### config.mk
export PLATFORM = sky130hd
export DESIGN_NAME = up_fifo_pattern_gen_flat
export DESIGN_NICKNAME = d
export VERILOG_FILES = /design/src/rtl/up_fifo_pattern_gen_if.sv /design/src/rtl/up_fifo_pattern_gen.sv /design/src/flat_wrapper.sv
export SDC_FILE = /design/constraint.sdc
export NUM_CORES = 1
export LEC_CHECK = 0
export CORE_UTILIZATION = 55
export CTS_CLUSTER_SIZE = 10
export DETAILED_ROUTE_END_ITERATION = 6
export PLACE_DENSITY = 0.84
export SYNTH_ARGS = -nofsm -noshare
export SYNTH_HDL_FRONTEND = slang
export SYNTH_SLANG_ARGS = --single-unit
### constraint.sdc
create_clock -name clk_i -period 4.75 [get_ports clk_i]
set_input_delay 0.7125 -clock clk_i [delete_from_list [all_inputs] [get_ports clk_i]]
set_output_delay 0.7125 -clock clk_i [all_outputs]
set_load 0.02 [all_outputs]
### src/rtl/up_fifo_pattern_gen_if.sv
// FIFO-side bundle of the pattern generator: write port toward the FIFO and
// the looped-back read stream that the built-in checker compares.
interface up_fifo_pattern_gen_if;
    logic        fifo_full_i;
    logic        fifo_wr_o;
    logic [31:0] fifo_dat_o;
    logic        rd_valid_i;
    logic [31:0] rd_dat_i;

    modport master (
        input  fifo_full_i,
        input  rd_valid_i,
        input  rd_dat_i,
        output fifo_wr_o,
        output fifo_dat_o
    );

    modport slave (
        output fifo_full_i,
        output rd_valid_i,
        output rd_dat_i,
        input  fifo_wr_o,
        input  fifo_dat_o
    );
endinterface

### src/rtl/up_fifo_pattern_gen.sv
// Burst pattern generator: writes an incrementing 32-bit sequence into a FIFO
// and checks the read-back stream for dropped, duplicated or corrupted words.
module up_fifo_pattern_gen #(
    parameter int LEN_W = 16,
    parameter int GAP   = 0
) (
    input  logic                   clk_i,
    input  logic                   reset_n_i,
    input  logic                   start_i,
    input  logic                   abort_i,
    input  logic [LEN_W-1:0]       burst_len_i,
    input  logic [31:0]            seed_i,
    up_fifo_pattern_gen_if.master  fifo,
    output logic                   busy_o,
    output logic                   done_o,
    output logic [LEN_W-1:0]       words_sent_o,
    output logic [LEN_W-1:0]       stall_cnt_o,
    output logic                   err_o,
    output logic [LEN_W-1:0]       err_cnt_o,
    output logic [31:0]            first_bad_o
);

    localparam int GAP_CW = (GAP > 1) ? $clog2(GAP) : 1;

    typedef enum logic [1:0] {ST_IDLE, ST_RUN, ST_GAP, ST_DONE} state_t;

    state_t              state_q, state_d;
    logic [GAP_CW-1:0]   gap_cnt_q;
    logic [31:0]         data_q;
    logic [LEN_W-1:0]    len_q;
    logic [LEN_W-1:0]    words_q;
    logic [LEN_W-1:0]    stall_q;
    logic                err_q;
    logic [LEN_W-1:0]    err_cnt_q;
    logic [31:0]         first_bad_q;
    logic [31:0]         exp_q;

    logic                start_ok;
    logic                wr;
    logic                last_word;
    logic                gap_last;
    logic                stalled;

    function automatic logic [LEN_W-1:0] sat_inc(input logic [LEN_W-1:0] v);
        return (&v) ? v : v + LEN_W'(1);
    endfunction

    assign start_ok  = (state_q == ST_IDLE) && start_i && (burst_len_i != '0);
    assign wr        = (state_q == ST_RUN) && !fifo.fifo_full_i && !abort_i;
    assign stalled   = (state_q == ST_RUN) && fifo.fifo_full_i && !abort_i;
    assign last_word = ((words_q + LEN_W'(1)) == len_q);
    assign gap_last  = (gap_cnt_q == GAP_CW'(GAP - 1));

    // Abort has priority over any write or gap progress in RUN and GAP
    always_comb begin
        state_d = state_q;
        case (state_q)
            ST_IDLE: if (start_ok) state_d = ST_RUN;
            ST_RUN: begin
                if (abort_i) begin
                    state_d = ST_IDLE;
                end else if (wr) begin
                    if (last_word)    state_d = ST_DONE;
                    else if (GAP > 0) state_d = ST_GAP;
                end
            end
            ST_GAP: begin
                if (abort_i)       state_d = ST_IDLE;
                else if (gap_last) state_d = ST_RUN;
            end
            ST_DONE: state_d = ST_IDLE;
            default: state_d = ST_IDLE;
        endcase
    end

    always_ff @(posedge clk_i or negedge reset_n_i) begin
        if (!reset_n_i) begin
            state_q   <= ST_IDLE;
            gap_cnt_q <= '0;
        end else begin
            state_q   <= state_d;
            gap_cnt_q <= (state_q == ST_GAP) ? gap_cnt_q + GAP_CW'(1) : '0;
        end
    end

    always_ff @(posedge clk_i or negedge reset_n_i) begin
        if (!reset_n_i) begin
            data_q  <= '0;
            len_q   <= '0;
            words_q <= '0;
            stall_q <= '0;
        end else if (start_ok) begin
            data_q  <= seed_i;
            len_q   <= burst_len_i;
            words_q <= '0;
            stall_q <= '0;
        end else begin
            if (wr) begin
                data_q  <= data_q + 32'd1;
                words_q <= words_q + LEN_W'(1);
            end
            if (stalled) stall_q <= sat_inc(stall_q);
        end
    end

    // Expected word resyncs to every read, so a slip costs exactly one error
    always_ff @(posedge clk_i or negedge reset_n_i) begin
        if (!reset_n_i) begin
            err_q       <= 1'b0;
            err_cnt_q   <= '0;
            first_bad_q <= '0;
            exp_q       <= '0;
        end else if (start_ok) begin
            err_q       <= 1'b0;
            err_cnt_q   <= '0;
            first_bad_q <= '0;
            exp_q       <= seed_i;
        end else if (fifo.rd_valid_i) begin
            if (fifo.rd_dat_i != exp_q) begin
                err_q     <= 1'b1;
                err_cnt_q <= sat_inc(err_cnt_q);
                if (err_cnt_q == '0) first_bad_q <= fifo.rd_dat_i;
            end
            exp_q <= fifo.rd_dat_i + 32'd1;
        end
    end

    assign fifo.fifo_wr_o  = wr;
    assign fifo.fifo_dat_o = data_q;
    assign busy_o          = (state_q != ST_IDLE);
    assign done_o          = (state_q == ST_DONE);
    assign words_sent_o    = words_q;
    assign stall_cnt_o     = stall_q;
    assign err_o           = err_q;
    assign err_cnt_o       = err_cnt_q;
    assign first_bad_o     = first_bad_q;

endmodule

### src/flat_wrapper.sv
// flat-port wrapper written by rule: the top's interface ports become plain ports
module up_fifo_pattern_gen_flat 
#(
    parameter int LEN_W = 16,
    parameter int GAP   = 0
)
  (clk_i, reset_n_i, start_i, abort_i, burst_len_i, seed_i, busy_o, done_o, words_sent_o, stall_cnt_o, err_o, err_cnt_o, first_bad_o, fifo_fifo_full_i, fifo_rd_valid_i, fifo_rd_dat_i, fifo_fifo_wr_o, fifo_fifo_dat_o);
  up_fifo_pattern_gen_if fifo_i ();
  input  logic clk_i;
  input  logic reset_n_i;
  input  logic start_i;
  input  logic abort_i;
  input  logic [LEN_W-1:0] burst_len_i;
  input  logic [31:0] seed_i;
  output logic busy_o;
  output logic done_o;
  output logic [LEN_W-1:0] words_sent_o;
  output logic [LEN_W-1:0] stall_cnt_o;
  output logic err_o;
  output logic [LEN_W-1:0] err_cnt_o;
  output logic [31:0] first_bad_o;
  input wire logic [$bits(fifo_i.fifo_full_i)-1:0] fifo_fifo_full_i;
  input wire logic [$bits(fifo_i.rd_valid_i)-1:0] fifo_rd_valid_i;
  input wire logic [$bits(fifo_i.rd_dat_i)-1:0] fifo_rd_dat_i;
  output wire logic [$bits(fifo_i.fifo_wr_o)-1:0] fifo_fifo_wr_o;
  output wire logic [$bits(fifo_i.fifo_dat_o)-1:0] fifo_fifo_dat_o;
  assign fifo_i.fifo_full_i = fifo_fifo_full_i;
  assign fifo_i.rd_valid_i = fifo_rd_valid_i;
  assign fifo_i.rd_dat_i = fifo_rd_dat_i;
  assign fifo_fifo_wr_o = fifo_i.fifo_wr_o;
  assign fifo_fifo_dat_o = fifo_i.fifo_dat_o;
  up_fifo_pattern_gen #(.LEN_W(LEN_W), .GAP(GAP)) u_core (.clk_i(clk_i), .reset_n_i(reset_n_i), .start_i(start_i), .abort_i(abort_i), .burst_len_i(burst_len_i), .seed_i(seed_i), .fifo(fifo_i), .busy_o(busy_o), .done_o(done_o), .words_sent_o(words_sent_o), .stall_cnt_o(stall_cnt_o), .err_o(err_o), .err_cnt_o(err_cnt_o), .first_bad_o(first_bad_o));
endmodule
# Word level (Yosys, flattened, before mapping)

Index checks and enable logic that the tools add are counted.

Register bits after elaboration: 164
Output and inout bits: 116

Reduce and logical (&&, ||, !) cells: 24
Muxes and demuxes: 28
Equality and inequality tests: 11
Add/subtract/negate cells: 6

Operator list:

| cell                                                            | number |
|---|---|
| 32-bit 2-to-1 mux                                               | 8 |
| 16-bit 2-to-1 mux                                               | 9 |
| 32-bit by 1-bit adder with 32-bit output, second input constant | 2 |
| 16-bit by 1-bit adder with 16-bit output, second input constant | 3 |
| 32-bit != test                                                  | 1 |
| 16-bit AND reduction                                            | 2 |
| 16-bit == test                                                  | 1 |
| 16-bit logical NOT                                              | 1 |
| 16-bit nonzero test                                             | 1 |
| 2-bit 2-to-1 mux                                                | 6 |
| 2-bit nonzero test                                              | 6 |
| 2-bit case mux with 4 select lines                              | 1 |
| 1-bit logical AND                                               | 6 |
| 2-bit by 1-bit != test with 1-bit output, second input constant | 3 |
| 3-bit by 2-bit != test with 1-bit output, second input constant | 2 |
| 3-bit AND reduction                                             | 2 |
| 2-bit == test, second input constant                            | 2 |
| 1-bit 2-to-1 mux                                                | 4 |
| 2-bit AND reduction                                             | 2 |
| 4-bit AND reduction                                             | 1 |
| 3-bit != test, second input constant                            | 1 |
| 2-bit by 1-bit == test with 1-bit output, second input constant | 1 |
| 1-bit logical NOT                                               | 2 |
| 2-bit logical NOT                                               | 1 |
| 1-bit adder, second input constant                              | 1 |

# Depth between registers and ports, before layout

Depth after elaboration: 6
Mapped depth: 9
Depth with buffers taken out: 7

# Worst setup path after synthesis

Ideal clock, no wire load.

Kind: input -> register
Start: in burst_len_i[1]
End: reg u_core.first_bad_q[2] (netlist: u_core.first_bad_o[2])
Stages: 7
Buffers on the path: 1
Required time: 4.629 ns
Arrival time: 2.483 ns
Slack: 2.146 ns
Cells stage by stage: or4_1 > o41ai_2 > nor2_2 > a31oi_2 > nor3_2 > buf_2 > a22o_1

Longest elaborated chain between the ends: 4

RTL lines:

| item                          | line                       | text |
|---|---|---|
| start, declared               | flat_wrapper.sv:13         | `input logic [LEN_W-1:0] burst_len_i;` |
| 16-bit nonzero test *         | up_fifo_pattern_gen.sv:48  | `assign start_ok = (state_q == ST_IDLE) && start_i && (burst_len_i != '0);` |
| 1-bit logical AND *           | up_fifo_pattern_gen.sv:48  |  |
| 2-bit nonzero test (no line)  | --                         |  |
| 3-bit AND reduction (no line) | --                         |  |
| end signal, assigned          | up_fifo_pattern_gen.sv:122 | `if (err_cnt_q == '0) first_bad_q <= fifo.rd_dat_i;` |
| end, declared                 | up_fifo_pattern_gen.sv:35  | `logic [31:0] first_bad_q;` |

Mark *: on every way between the ends. The rest lies on a longest branch, timed or not.
A chain may end at the register's enable or synchronous reset.

# Worst setup path in the final report

Start: in abort_i
End: out fifo_fifo_wr_o

Longest elaborated chain between the ends: 2

RTL lines:

| item              | line                      | text |
|---|---|---|
| start, declared   | flat_wrapper.sv:12        | `input logic abort_i;` |
| 1-bit logical NOT | up_fifo_pattern_gen.sv:49 | `assign wr = (state_q == ST_RUN) && !fifo.fifo_full_i && !abort_i;` |
| 1-bit logical AND | up_fifo_pattern_gen.sv:49 |  |
| end, declared     | flat_wrapper.sv:25        | `output wire logic [$bits(fifo_i.fifo_wr_o)-1:0] fifo_fifo_wr_o;` |

Every way passes these cells.

==> out/qor_table.md <==
| Group | Result | Reported |
| --- | --- | --- |
| outcome | Outcome | complete, no violations |
| drt | Routed wire length | 25900 um |
| layout | Final nets | 1243 |
| critical path | Type of destination of the critical path | primary output |
| layout | Share of final-layout standard cells stronger than drive strength 1 | 0.0533 |
| floorplan | Number of placement rows | 46 |
| timing | Setup TNS Final | 0 ns |
| yosys | Leading area contributor after synthesis | sky130_fd_sc_hd__dfrtp_1 |
| yosys | Ys async rst share | 1.00 |
| power and ir drop | PwrDens | 389 nW/um^2 |
| layout | Count of inserted antenna diode cells | 0 |
| clocking | Resized Gates After CTS | 0 |
| yosys | Post-synth top area share | 0.453 |
| floorplan | Height of the chip | 130 um |
| clocking | Sink count of the clock tree | 164 |
| timing | Final number of max-transition violations | 0 |
| drt | Violation count after the first detailed-route iteration | 701 |
| floorplan | Area of the core region | 16000 sq um |
| place | PortBufs | 201 |
| timing | RSZ-0062 raised after global routing | false |
| power and ir drop | Total Power | 4590 uW |
| clocking | Post-CTS Hold Fix Bufs | 0 |
| yosys | Most used DFF post-synth | sky130_fd_sc_hd__dfrtp_1 |
| power and ir drop | Static Leakage | 0.00479 uW |
| layout | Synthesis-to-layout area growth | 30.5% |
| clocking | Maximum clock insertion buffer count | 2 |
| timing | Maximum achievable frequency | 264 MHz |
| layout | Top library cells by usage in the layout, fill and taps aside | sky130_fd_sc_hd__clkdlybuf4s50_1, sky130_fd_sc_hd__dfrtp_1, sky130_fd_sc_hd__nand2_1 |
| timing | Portion of the clock cycle consumed by the worst path in the final layout | 0.799 |
| floorplan | Overall die width | 130 um |
| critical path | Sort of element at the start of the critical path | primary input |
| worst hold path | Class of the worst hold path | primary input to asynchronous set/reset pin |
| drt | First-pass DRT Iterations | 5 |
| layout | Most common cell after layout, fill and taps aside | sky130_fd_sc_hd__clkdlybuf4s50_1 |
| floorplan | Die footprint | 17000 sq um |
| global route | Largest net degree at the start of global routing | 86 |
| yosys | Register bit total from synthesis | 164 |
| floorplan | I/O pin cnt | 202 |
| global route | Initial antenna violation count | 0 |
| clocking | Root buf cell | sky130_fd_sc_hd__clkbuf_16 |
| yosys | Yosys cell types | 59 |
| place | Global placer's final weighted congestion | 0.963 |
| global route | Total global routing overflow | 0 |
| power and ir drop | Worst vdd rail ir drop | 0.311 mV |
| place | Half-perimeter wire length after placement | 18100 um |
| timing | Clock tree skew after final layout | 0.0130 ns |
| clocking | Clock latency reported for the late side of the worst-skew pair | 0.44 ns |
| yosys | Cells after Synth | 978 |
| clocking | CTS tree | built |
| yosys | Share of synthesized area occupied by flip-flops and latches | 0.453 |
| flow run | Max-capacitance violation count | 0 |
| drt | Number of vias per cell after detailed routing | 6.06 |
| timing | Number of failing setup endpoints in the final timing report | 0 |
| clocking | # Post-CTS Setup Buffers | 0 |
| critical path | Critical Path Fanout Max | 25 |
| critical path | Critical path arrival | 3.08 ns |
| global route | Number of global-route vias before repair | 7940 |
| yosys | Cells taking the most area after synthesis | sky130_fd_sc_hd__dfrtp_1, sky130_fd_sc_hd__xor2_1, sky130_fd_sc_hd__nand2_1 |
| clocking | Clock input transition at the sequential cells of the worst setup and hold paths | 0.06 ns |
| global route | Global-route wire length before repair | 40800 um |
| critical path | Worst setup path class | primary input to primary output |
| yosys | Count of flip-flops with a built-in enable after synthesis | 0 |
| drt | Average routed wire per standard cell | 18.8 um |
| place | Number of placed instances with taps included | 1348 |
| global route | GRT Overall Usage | 0.314 |
| floorplan | Effective utilization at floorplan | 0.566 |
| drt | Via total after detailed routing | 8368 |
| drt | ANT nets after route | 0 |
| clocking | Maximum level of the CTS H-tree | 4 |
| timing | Worst-margin pin slew | 0.970 ns |
| drt | DRC | 0 |
| timing | Hold violation total from the final report | 0 |
| layout | Cell Count, Final, Fillers Out | 1380 |
| clocking | Clock buffer count from CTS | 17 |
| yosys | Synth warn | 0 |
| timing | Max-slew headroom at the worst pin | 0.354 |
| timing | Period minus WS final | 3.80 ns |
| yosys | Netlist Area Pre-Place | 9060 sq um |
| yosys | Net count after synthesis | 1070 |
| critical path | Critical Path RT | 4.04 ns |
| yosys | Average size of a mapped cell | 9.26 sq um |
==> flip-flops by register name, indices dropped and copies added, names as in the netlist <==
| register | cells |
|---|---|
| u_core.first_bad_o | 32 |
| u_core.err_cnt_o | 16 |
| u_core.words_sent_o | 16 |
| u_core.fifo.fifo_dat_o | 32 |
| u_core.state_q | 2 |
| u_core.len_q | 16 |
| u_core.stall_cnt_o | 16 |
| u_core.exp_q | 32 |
| u_core.gap_cnt_q | 1 |
| u_core.err_o | 1 |
==> layer usage <==
metal,share of wire,GRT usage,vias up,wire length [um]
met4,0.032,0.139,0,836
met3,0.077,0.0590,67,2000
li1,-,-,3847,-
met2,0.48,0.522,394,12500
met5,0,0,-,0
met1,0.41,0.399,4060,10500
==> synthesized netlist by cell type (all sizes together) (18+ instances only) <==
| library cell | n |
|---|---|
| o21ai | 109 |
| nand2 | 146 |
| a21oi | 24 |
| nand3 | 39 |
| buf | 19 |
| or4 | 18 |
| nand4 | 31 |
| a22o | 33 |
| nor4 | 20 |
| xor2 | 69 |
| nor2 | 45 |
| dfrtp | 164 |
| xnor2 | 51 |
| mux2i | 20 |
| clkbuf | 37 |
==> area by class of cell <==
class / instances / area, sq um
clock buffer: 17 / 425
clock inverter: 15 / 208
fill: 1216 / 4180
inverter: 16 / 65.1
multi-input combinational: 742 / 4670
sequential: 164 / 4100
tap: 216 / 270
timing repair buffer: 210 / 2080
==> worst paths after layout <==
path,start,to,slack (ns),cells after the start
worst max-delay path,abort_i,fifo_fifo_wr_o,0.95,4
worst min-delay path,reset_n_i,u_core.first_bad_o[6]$_DFFE_PN0P_,0.33,1
worst max register to register,u_core.state_q[1]$_DFFE_PN0P_,u_core.fifo.fifo_dat_o[27]$_DFFE_PN0P_,1.50,7
worst min register to register,u_core.gap_cnt_q$_DFF_PN0_,u_core.gap_cnt_q$_DFF_PN0_,0.48,1
max in group asynchronous,reset_n_i,u_core.exp_q[23]$_DFFE_PN0P_,3.37,2
min in group clk_i,u_core.gap_cnt_q$_DFF_PN0_,u_core.gap_cnt_q$_DFF_PN0_,0.48,1
==> logic make-up (layout without fill, tap and decap cells) <==
family          count (synthesis)  in the layout  share of synthesized area
flops                         164            164                      0.453
fa+ha+maj                       6              6                    0.00829
buf+inv                        72            258                     0.0329
xor+xnor                      120            120                      0.116
mux                            20             20                     0.0221
simple gates                  386            386                      0.222
compound gates                210            210                      0.145
==> stage by stage <==
step | utilization | hold WS (ns) | instance area (sq um) | worst slack, ns
after floorplan | - | 0.417 | 9060 | 2.15
after global placement | 0.699 | 0.451 | 11200 | 0.973
after detailed placement | 0.699 | 0.460 | 11200 | 0.799
after CTS | 0.739 | 0.359 | 11800 | 0.969
after global routing | 0.739 | 0.376 | 11800 | 0.903
final | 0.739 | 0.326 | 11800 | 0.955
==> critical path: stages <==
cell and delay (ns):
sky130_fd_sc_hd__clkdlybuf4s50_1 0.47, sky130_fd_sc_hd__or4b_1 0.93, sky130_fd_sc_hd__clkinv_4 0.31, sky130_fd_sc_hd__clkdlybuf4s50_1 0.64
==> power by group <==
group	switching [uW]	internal, uW
combinational	673	596
sequential	215	1630
clock	596	884
total	1480	3110
(Power assumes the default switching activity.)
